<file path="config.mk">
export PLATFORM = sky130hd
export DESIGN_NAME = fetch_unit_flat
export DESIGN_NICKNAME = d
export VERILOG_FILES = /design/src/rtl/fetch_unit_pkg.sv /design/src/rtl/fetch_unit_if.sv /design/src/rtl/fetch_unit.sv /design/src/flat_wrapper.sv
export SDC_FILE = /design/constraint.sdc
export NUM_CORES = 1
export LEC_CHECK = 0
export BUFFER_PORTS_ARGS = -buffer_cell sky130_fd_sc_hd__buf_2
export CAP_MARGIN = 20
export CORE_ASPECT_RATIO = 1.25
export CORE_MARGIN = 5
export CORE_UTILIZATION = 47
export CTS_CLUSTER_DIAMETER = 200
export DETAILED_ROUTE_END_ITERATION = 10
export MAX_ROUTING_LAYER = met4
export PLACE_DENSITY_LB_ADDON = 0.25
export SYNTH_ARGS = -nofsm -noshare
export SYNTH_HDL_FRONTEND = slang
export SYNTH_SLANG_ARGS = --single-unit
</file>
<file path="constraint.sdc">
create_clock -name clk -period 6.9 [get_ports clk]
set_input_delay 0.69 -clock clk [delete_from_list [all_inputs] [get_ports clk]]
set_output_delay 0.69 -clock clk [all_outputs]
set_load 0.02 [all_outputs]
</file>
<file path="src/rtl/fetch_unit_pkg.sv">
// Shared definitions for the instruction-fetch front end.
// Holds the fetch FSM state type, the PC width, the bubble instruction,
// and a small helper for sequential PC arithmetic.
package fetch_unit_pkg;

  localparam int PC_WIDTH = 32;

  // addi x0,x0,0 -- the canonical RISC-V no-op used to fill bubble slots
  localparam logic [31:0] NOP_INST = 32'h0000_0013;

  typedef enum logic [1:0] {
    FETCH = 2'd0,
    WAIT  = 2'd1,
    HOLD  = 2'd2
  } fetch_state_t;

  // Sequential PC; wraps modulo 2^32 by construction of the width
  function automatic logic [PC_WIDTH-1:0] pc_plus4(input logic [PC_WIDTH-1:0] pc);
    return pc + PC_WIDTH'(4);
  endfunction

endpackage

</file>
<file path="src/rtl/fetch_unit_if.sv">
// Instruction-memory request/response bus.
//   proc2Imem_req   : one-cycle request pulse from the fetch unit
//   proc2Imem_addr  : request address, stable until the response
//   Imem2proc_data  : instruction word returned by memory
//   Imem2proc_valid : response strobe
// master = fetch unit side, slave = memory side.
interface fetch_unit_if;
  import fetch_unit_pkg::*;

  logic                proc2Imem_req;
  logic [PC_WIDTH-1:0] proc2Imem_addr;
  logic [31:0]         Imem2proc_data;
  logic                Imem2proc_valid;

  modport master (
    output proc2Imem_req,
    output proc2Imem_addr,
    input  Imem2proc_data,
    input  Imem2proc_valid
  );

  modport slave (
    input  proc2Imem_req,
    input  proc2Imem_addr,
    output Imem2proc_data,
    output Imem2proc_valid
  );

endinterface

</file>
<file path="src/rtl/fetch_unit.sv">
// Instruction-fetch front end: owns the PC, runs a single-outstanding
// request handshake to instruction memory, buffers a returned instruction
// while decode stalls, and applies EX redirects by squashing wrong-path
// fetches.
// Ports:
//   clk, rst          : clock, synchronous active-high reset
//   id_stall          : decode stall, IF/ID must hold
//   ex_take_branch    : redirect request from EX
//   ex_target_pc      : redirect target (low two bits forced to zero)
//   imem              : instruction-memory bus (master side)
//   if_id_IR/PC/NPC   : IF/ID register contents to decode
//   if_id_valid_inst  : IF/ID holds a real instruction
module fetch_unit
  import fetch_unit_pkg::*;
#(
  parameter logic [31:0] RESET_PC = 32'h0000_0000,
  parameter logic [31:0] NOP_INST = fetch_unit_pkg::NOP_INST
) (
  input  logic                clk,
  input  logic                rst,
  input  logic                id_stall,
  input  logic                ex_take_branch,
  input  logic [PC_WIDTH-1:0] ex_target_pc,
  fetch_unit_if.master        imem,
  output logic [31:0]         if_id_IR,
  output logic [PC_WIDTH-1:0] if_id_PC,
  output logic [PC_WIDTH-1:0] if_id_NPC,
  output logic                if_id_valid_inst
);

  fetch_state_t        state, state_n;
  logic [PC_WIDTH-1:0] pc, pc_n;
  logic                drop, drop_n;
  logic [PC_WIDTH-1:0] addr_q, addr_n;
  logic [31:0]         hold_ir, hold_ir_n;
  logic [PC_WIDTH-1:0] hold_pc, hold_pc_n;
  logic [31:0]         ir_n;
  logic [PC_WIDTH-1:0] id_pc_n, id_npc_n;
  logic                valid_n;
  logic [PC_WIDTH-1:0] target_pc;

  assign target_pc = ex_target_pc & ~PC_WIDTH'(3);

  // The request is a pure function of state, so it can never be raised in
  // WAIT or HOLD; reset gates it so nothing is issued while rst is high.
  assign imem.proc2Imem_req  = (state == FETCH) && !rst;
  assign imem.proc2Imem_addr = addr_q;

  // State register. When reset lands while a request is outstanding, the
  // drop flag is armed so the stale response is discarded; if that response
  // shows up during reset itself it is consumed there and drop stays clear.
  always_ff @(posedge clk) begin
    if (rst) begin
      state            <= FETCH;
      pc               <= RESET_PC;
      drop             <= ((state == WAIT) || drop) && !imem.Imem2proc_valid;
      addr_q           <= RESET_PC;
      hold_ir          <= '0;
      hold_pc          <= '0;
      if_id_IR         <= NOP_INST;
      if_id_PC         <= '0;
      if_id_NPC        <= '0;
      if_id_valid_inst <= 1'b0;
    end else begin
      state            <= state_n;
      pc               <= pc_n;
      drop             <= drop_n;
      addr_q           <= addr_n;
      hold_ir          <= hold_ir_n;
      hold_pc          <= hold_pc_n;
      if_id_IR         <= ir_n;
      if_id_PC         <= id_pc_n;
      if_id_NPC        <= id_npc_n;
      if_id_valid_inst <= valid_n;
    end
  end

  // Next-state logic. Normal FSM behaviour is resolved first, then a
  // redirect overrides whatever it decided, since a taken branch beats
  // stall, response and state alike.
  always_comb begin
    state_n   = state;
    pc_n      = pc;
    drop_n    = drop;
    hold_ir_n = hold_ir;
    hold_pc_n = hold_pc;
    ir_n      = if_id_IR;
    id_pc_n   = if_id_PC;
    id_npc_n  = if_id_NPC;
    valid_n   = if_id_valid_inst;

    // Default when decode is free: a bubble, with PC/NPC left as they were
    if (!id_stall) begin
      ir_n    = NOP_INST;
      valid_n = 1'b0;
    end

    case (state)
      FETCH: begin
        state_n = WAIT;
        // A response seen in FETCH can only be the leftover from a request
        // aborted by reset, so it retires the pending drop.
        if (imem.Imem2proc_valid && drop) drop_n = 1'b0;
      end
      WAIT: begin
        if (imem.Imem2proc_valid) begin
          if (drop) begin
            drop_n  = 1'b0;
            state_n = FETCH;
          end else if (!id_stall) begin
            ir_n     = imem.Imem2proc_data;
            id_pc_n  = pc;
            id_npc_n = pc_plus4(pc);
            valid_n  = 1'b1;
            pc_n     = pc_plus4(pc);
            state_n  = FETCH;
          end else begin
            hold_ir_n = imem.Imem2proc_data;
            hold_pc_n = pc;
            state_n   = HOLD;
          end
        end
      end
      HOLD: begin
        if (!id_stall) begin
          ir_n     = hold_ir;
          id_pc_n  = hold_pc;
          id_npc_n = pc_plus4(hold_pc);
          valid_n  = 1'b1;
          pc_n     = pc_plus4(pc);
          state_n  = FETCH;
        end
      end
      default: state_n = FETCH;
    endcase

    if (ex_take_branch) begin
      pc_n      = target_pc;
      ir_n      = NOP_INST;
      valid_n   = 1'b0;
      hold_ir_n = '0;
      hold_pc_n = '0;
      case (state)
        // The request issued this cycle is still outstanding, so wait for
        // it and throw its response away rather than issuing a second one.
        FETCH: begin
          state_n = WAIT;
          drop_n  = 1'b1;
        end
        WAIT: begin
          if (imem.Imem2proc_valid) begin
            state_n = FETCH;
            drop_n  = 1'b0;
          end else begin
            state_n = WAIT;
            drop_n  = 1'b1;
          end
        end
        default: begin
          state_n = FETCH;
          drop_n  = 1'b0;
        end
      endcase
    end

    // The address register tracks pc only when the next cycle issues a
    // request, so it stays frozen across WAIT even if a redirect moves pc.
    addr_n = (state_n == FETCH) ? pc_n : addr_q;
  end

endmodule

</file>
<file path="src/flat_wrapper.sv">
// flat-port wrapper written by rule: the top's interface ports become plain ports
module fetch_unit_flat import fetch_unit_pkg::*;
#(
  parameter logic [31:0] RESET_PC = 32'h0000_0000,
  parameter logic [31:0] NOP_INST = fetch_unit_pkg::NOP_INST
)
  (clk, rst, id_stall, ex_take_branch, ex_target_pc, if_id_IR, if_id_PC, if_id_NPC, if_id_valid_inst, imem_proc2Imem_req, imem_proc2Imem_addr, imem_Imem2proc_data, imem_Imem2proc_valid);
  fetch_unit_if imem_i ();
  input  logic clk;
  input  logic rst;
  input  logic id_stall;
  input  logic ex_take_branch;
  input  logic [PC_WIDTH-1:0] ex_target_pc;
  output logic [31:0] if_id_IR;
  output logic [PC_WIDTH-1:0] if_id_PC;
  output logic [PC_WIDTH-1:0] if_id_NPC;
  output logic if_id_valid_inst;
  output wire logic [$bits(imem_i.proc2Imem_req)-1:0] imem_proc2Imem_req;
  output wire logic [$bits(imem_i.proc2Imem_addr)-1:0] imem_proc2Imem_addr;
  input wire logic [$bits(imem_i.Imem2proc_data)-1:0] imem_Imem2proc_data;
  input wire logic [$bits(imem_i.Imem2proc_valid)-1:0] imem_Imem2proc_valid;
  assign imem_proc2Imem_req = imem_i.proc2Imem_req;
  assign imem_proc2Imem_addr = imem_i.proc2Imem_addr;
  assign imem_i.Imem2proc_data = imem_Imem2proc_data;
  assign imem_i.Imem2proc_valid = imem_Imem2proc_valid;
  fetch_unit #(.RESET_PC(RESET_PC), .NOP_INST(NOP_INST)) u_core (.clk(clk), .rst(rst), .id_stall(id_stall), .ex_take_branch(ex_take_branch), .ex_target_pc(ex_target_pc), .imem(imem_i), .if_id_IR(if_id_IR), .if_id_PC(if_id_PC), .if_id_NPC(if_id_NPC), .if_id_valid_inst(if_id_valid_inst));
endmodule
</file>
==> results.txt <==
Hold Vio Cnt, Final = 0
Sequential area share after synthesis = 40.6%
Layout cells sized above 1 = 18.5%
DIE WIDTH = 148 µm
Gpl congestion = 0.927
Grt ovf = 0
CTS Sinks = 226
Setup CP Type = register to register
Main synth FF type = dfxtp_1
Layout area overhead = 16.4%
Power Total = 3.09 mW
Max-cap violations = 0
Final period utilization = 55.5%
VDD IR max = 0.200 mV
Mapped Nets = 1453
Endpoints failing setup = 0
I/O Buffers = 196
Max Fanout on Critical Path = 47
Net count reported at finish = 1564
Final setup margin = 3.07 ns
Clock Tree Buf Depth = 3
PwrDens = 238 nW/µm²
Initial core utilization = 47.4%
P_leak = 4.82 nW
Placed Area = 12100 µm²
Ports = 199
Core Footprint = 23600 µm²
Post-route ant nets = 0
Worst-Margin Slew = 1.01 ns
Mean Syn Cell Area = 8.10 µm²
Vias in the first global route = 10100
Fmax achieved = 0.261 GHz
Place WS = 3.04 ns
CP endpoint kind = register
CTS Hold Buffers Added = 0
Min-Delay Path Class = primary input to register
Worst Skew = 0.0153 ns
Slew Limit Fails = 0
Post-route cell area = 13000 µm²
Clk root buf = clkbuf_16
Routed WL = 33.7 mm
Ys Warns = 0
Worst hold slack = 0.405 ns
# Post-CTS Setup Buffers = 0
Drt drc = 0
End point of the critical path = u_core.imem.proc2Imem_addr[3]
RSZ-0062 raised after global routing = false
Slew Limit Headroom = 32.4%
CTS tree = yes
Critical Path Source Type = register
Clk_lat worst skew = 0.53 ns
Initial drt markers = 662
HPWL after DPL = 23.4 mm
Initial antenna violation count = 5
Gr usage total = 24.8%
Post-synthesis instance total = 1378
FF-to-FF Start = u_core.state[0]
Largest net degree at the start of global routing = 63
Clock transition at the registers of the reported paths = 0.06 ns
Netlist cell types = 74
Yosys reg bits = 226
R2r setup slk = 3.07 ns
Worst Path Required = 7.35 ns
Row count = 63
H-tree levels = 1
Crit path DAT = 4.28 ns
Vias per cell = 5.81
Post-synth EDFFs = 1
Tmin final = 3.83 ns
R2R cell count = 9
Total die area = 26900 µm²
# resized after CTS = 0
Vias = 10500
Fin cells = 1803
Setup crit start = u_core.state[0]
Async SR Flop Fraction = 0%
Mapped Area = 11200 µm²
First-pass GRT wire length = 53.9 mm
Wire per inst = 18.7 µm
Die Ht = 182 µm
Crit Reg-Reg Endpoint = u_core.imem.proc2Imem_addr[3]
TritonCTS Buffers = 24
Core Util, Final = 55.1%
Status = complete, no violations
TNS Setup = 0 ns
Cells after DPL = 1753
DRT Pass-1 Iters = 8
==> registers in the layout, summed over array words and instances (netlist names) <==
signal / count
u_core.drop: 1
u_core.if_id_NPC: 30
u_core.imem.proc2Imem_addr: 32
u_core.hold_pc: 32
u_core.state: 2
u_core.if_id_IR: 32
u_core.if_id_PC: 32
u_core.hold_ir: 32
u_core.pc: 32
u_core.if_id_valid_inst: 1
==> how the worst min path moves through the flow <==
stage,slack [ns],start,cells past startpoint,to
global route,0.40,imem_Imem2proc_data[6],3,u_core.hold_ir[6]
detailed placement,0.44,u_core.if_id_NPC[12],2,u_core.if_id_NPC[12]
CTS,0.39,ex_target_pc[22],3,u_core.pc[22]
global placement,0.44,u_core.if_id_IR[0],2,u_core.if_id_IR[0]
floorplan,0.44,u_core.hold_pc[0],2,u_core.hold_pc[0]
finish,0.40,imem_Imem2proc_data[4],3,u_core.hold_ir[4]
==> critical path, stage by stage, from the launching register on <==
cell and delay [ns]:
dfxtp_1 0.33, inv_1 0.15, ha_4 0.46, buf_4 0.59, clkinv_1 0.77, a21oi_2 0.67
a22oi_1 0.15, o21ai_1 0.38, nand2_1 0.10, a21oi_1 0.14
==> Yosys cell counts, types with 12 or more instances <==
cell type	n	share of area, %
a21oi_1	94	4.2
a211oi_1	49	3.3
nand2_1	222	7.5
nand3_1	39	1.7
xnor2_1	38	3.0
buf_4	13	0.87
buf_1	14	0.47
nor2b_1	13	0.73
clkbuf_1	80	2.7
o21ai_1	49	2.2
mux2i_1	48	4.3
a21o_1	12	0.81
nand4_1	26	1.5
xor2_1	17	1.3
nor2_1	131	4.4
a22oi_1	67	4.5
inv_1	16	0.54
dfxtp_1	225	40
o22a_1	15	1.2
nor3_1	17	0.76
buf_2	21	0.94
o21ai_0	17	0.76
==> layout by cell type (no fill, tap or decap), types with 26 or more instances in the layout <==
cell and n:
a211oi_1 49, a21oi_1 92, a22oi_1 67, buf_2 195, dfxtp_1 225, mux2i_1 48, nand2_1 221, nand3_1 39
nand4_1 26, nor2_1 129, o21ai_1 49, xnor2_1 38
==> power breakdown <==
group | internal [mW] | switching, mW | total, mW
combinational | 0.120 | 0.236 | 0.356
sequential | 1.35 | 0.0557 | 1.41
clock | 0.782 | 0.542 | 1.32
==> metal layers <==
metal	wire, µm	GRT usage, %	vias to the layer above
li1	-	-	5128
met3	2660	5.91	71
met4	1230	8.76	0
met5	0	-	-
met1	13700	31.0	4912
met2	16100	39.6	370
==> logic make-up after synthesis <==
kind of cell | Yosys count | synth area share, %
simple gates | 523 | 22.2
compound gates | 371 | 22.0
xor+xnor | 55 | 4.32
fa+ha+maj | 6 | 0.673
mux | 51 | 4.61
buf+inv | 146 | 5.59
flops | 226 | 40.6
==> area by class of cell <==
cell class	count	area, µm²
sequential	226	4530
tap	292	365
inverter	17	63.8
timing repair buffer	214	1150
clock inverter	12	163
multi-input combinational	1006	6050
fill	2208	10600
antenna	5	12.5
clock buffer	31	648
(Power assumes the default switching activity.)
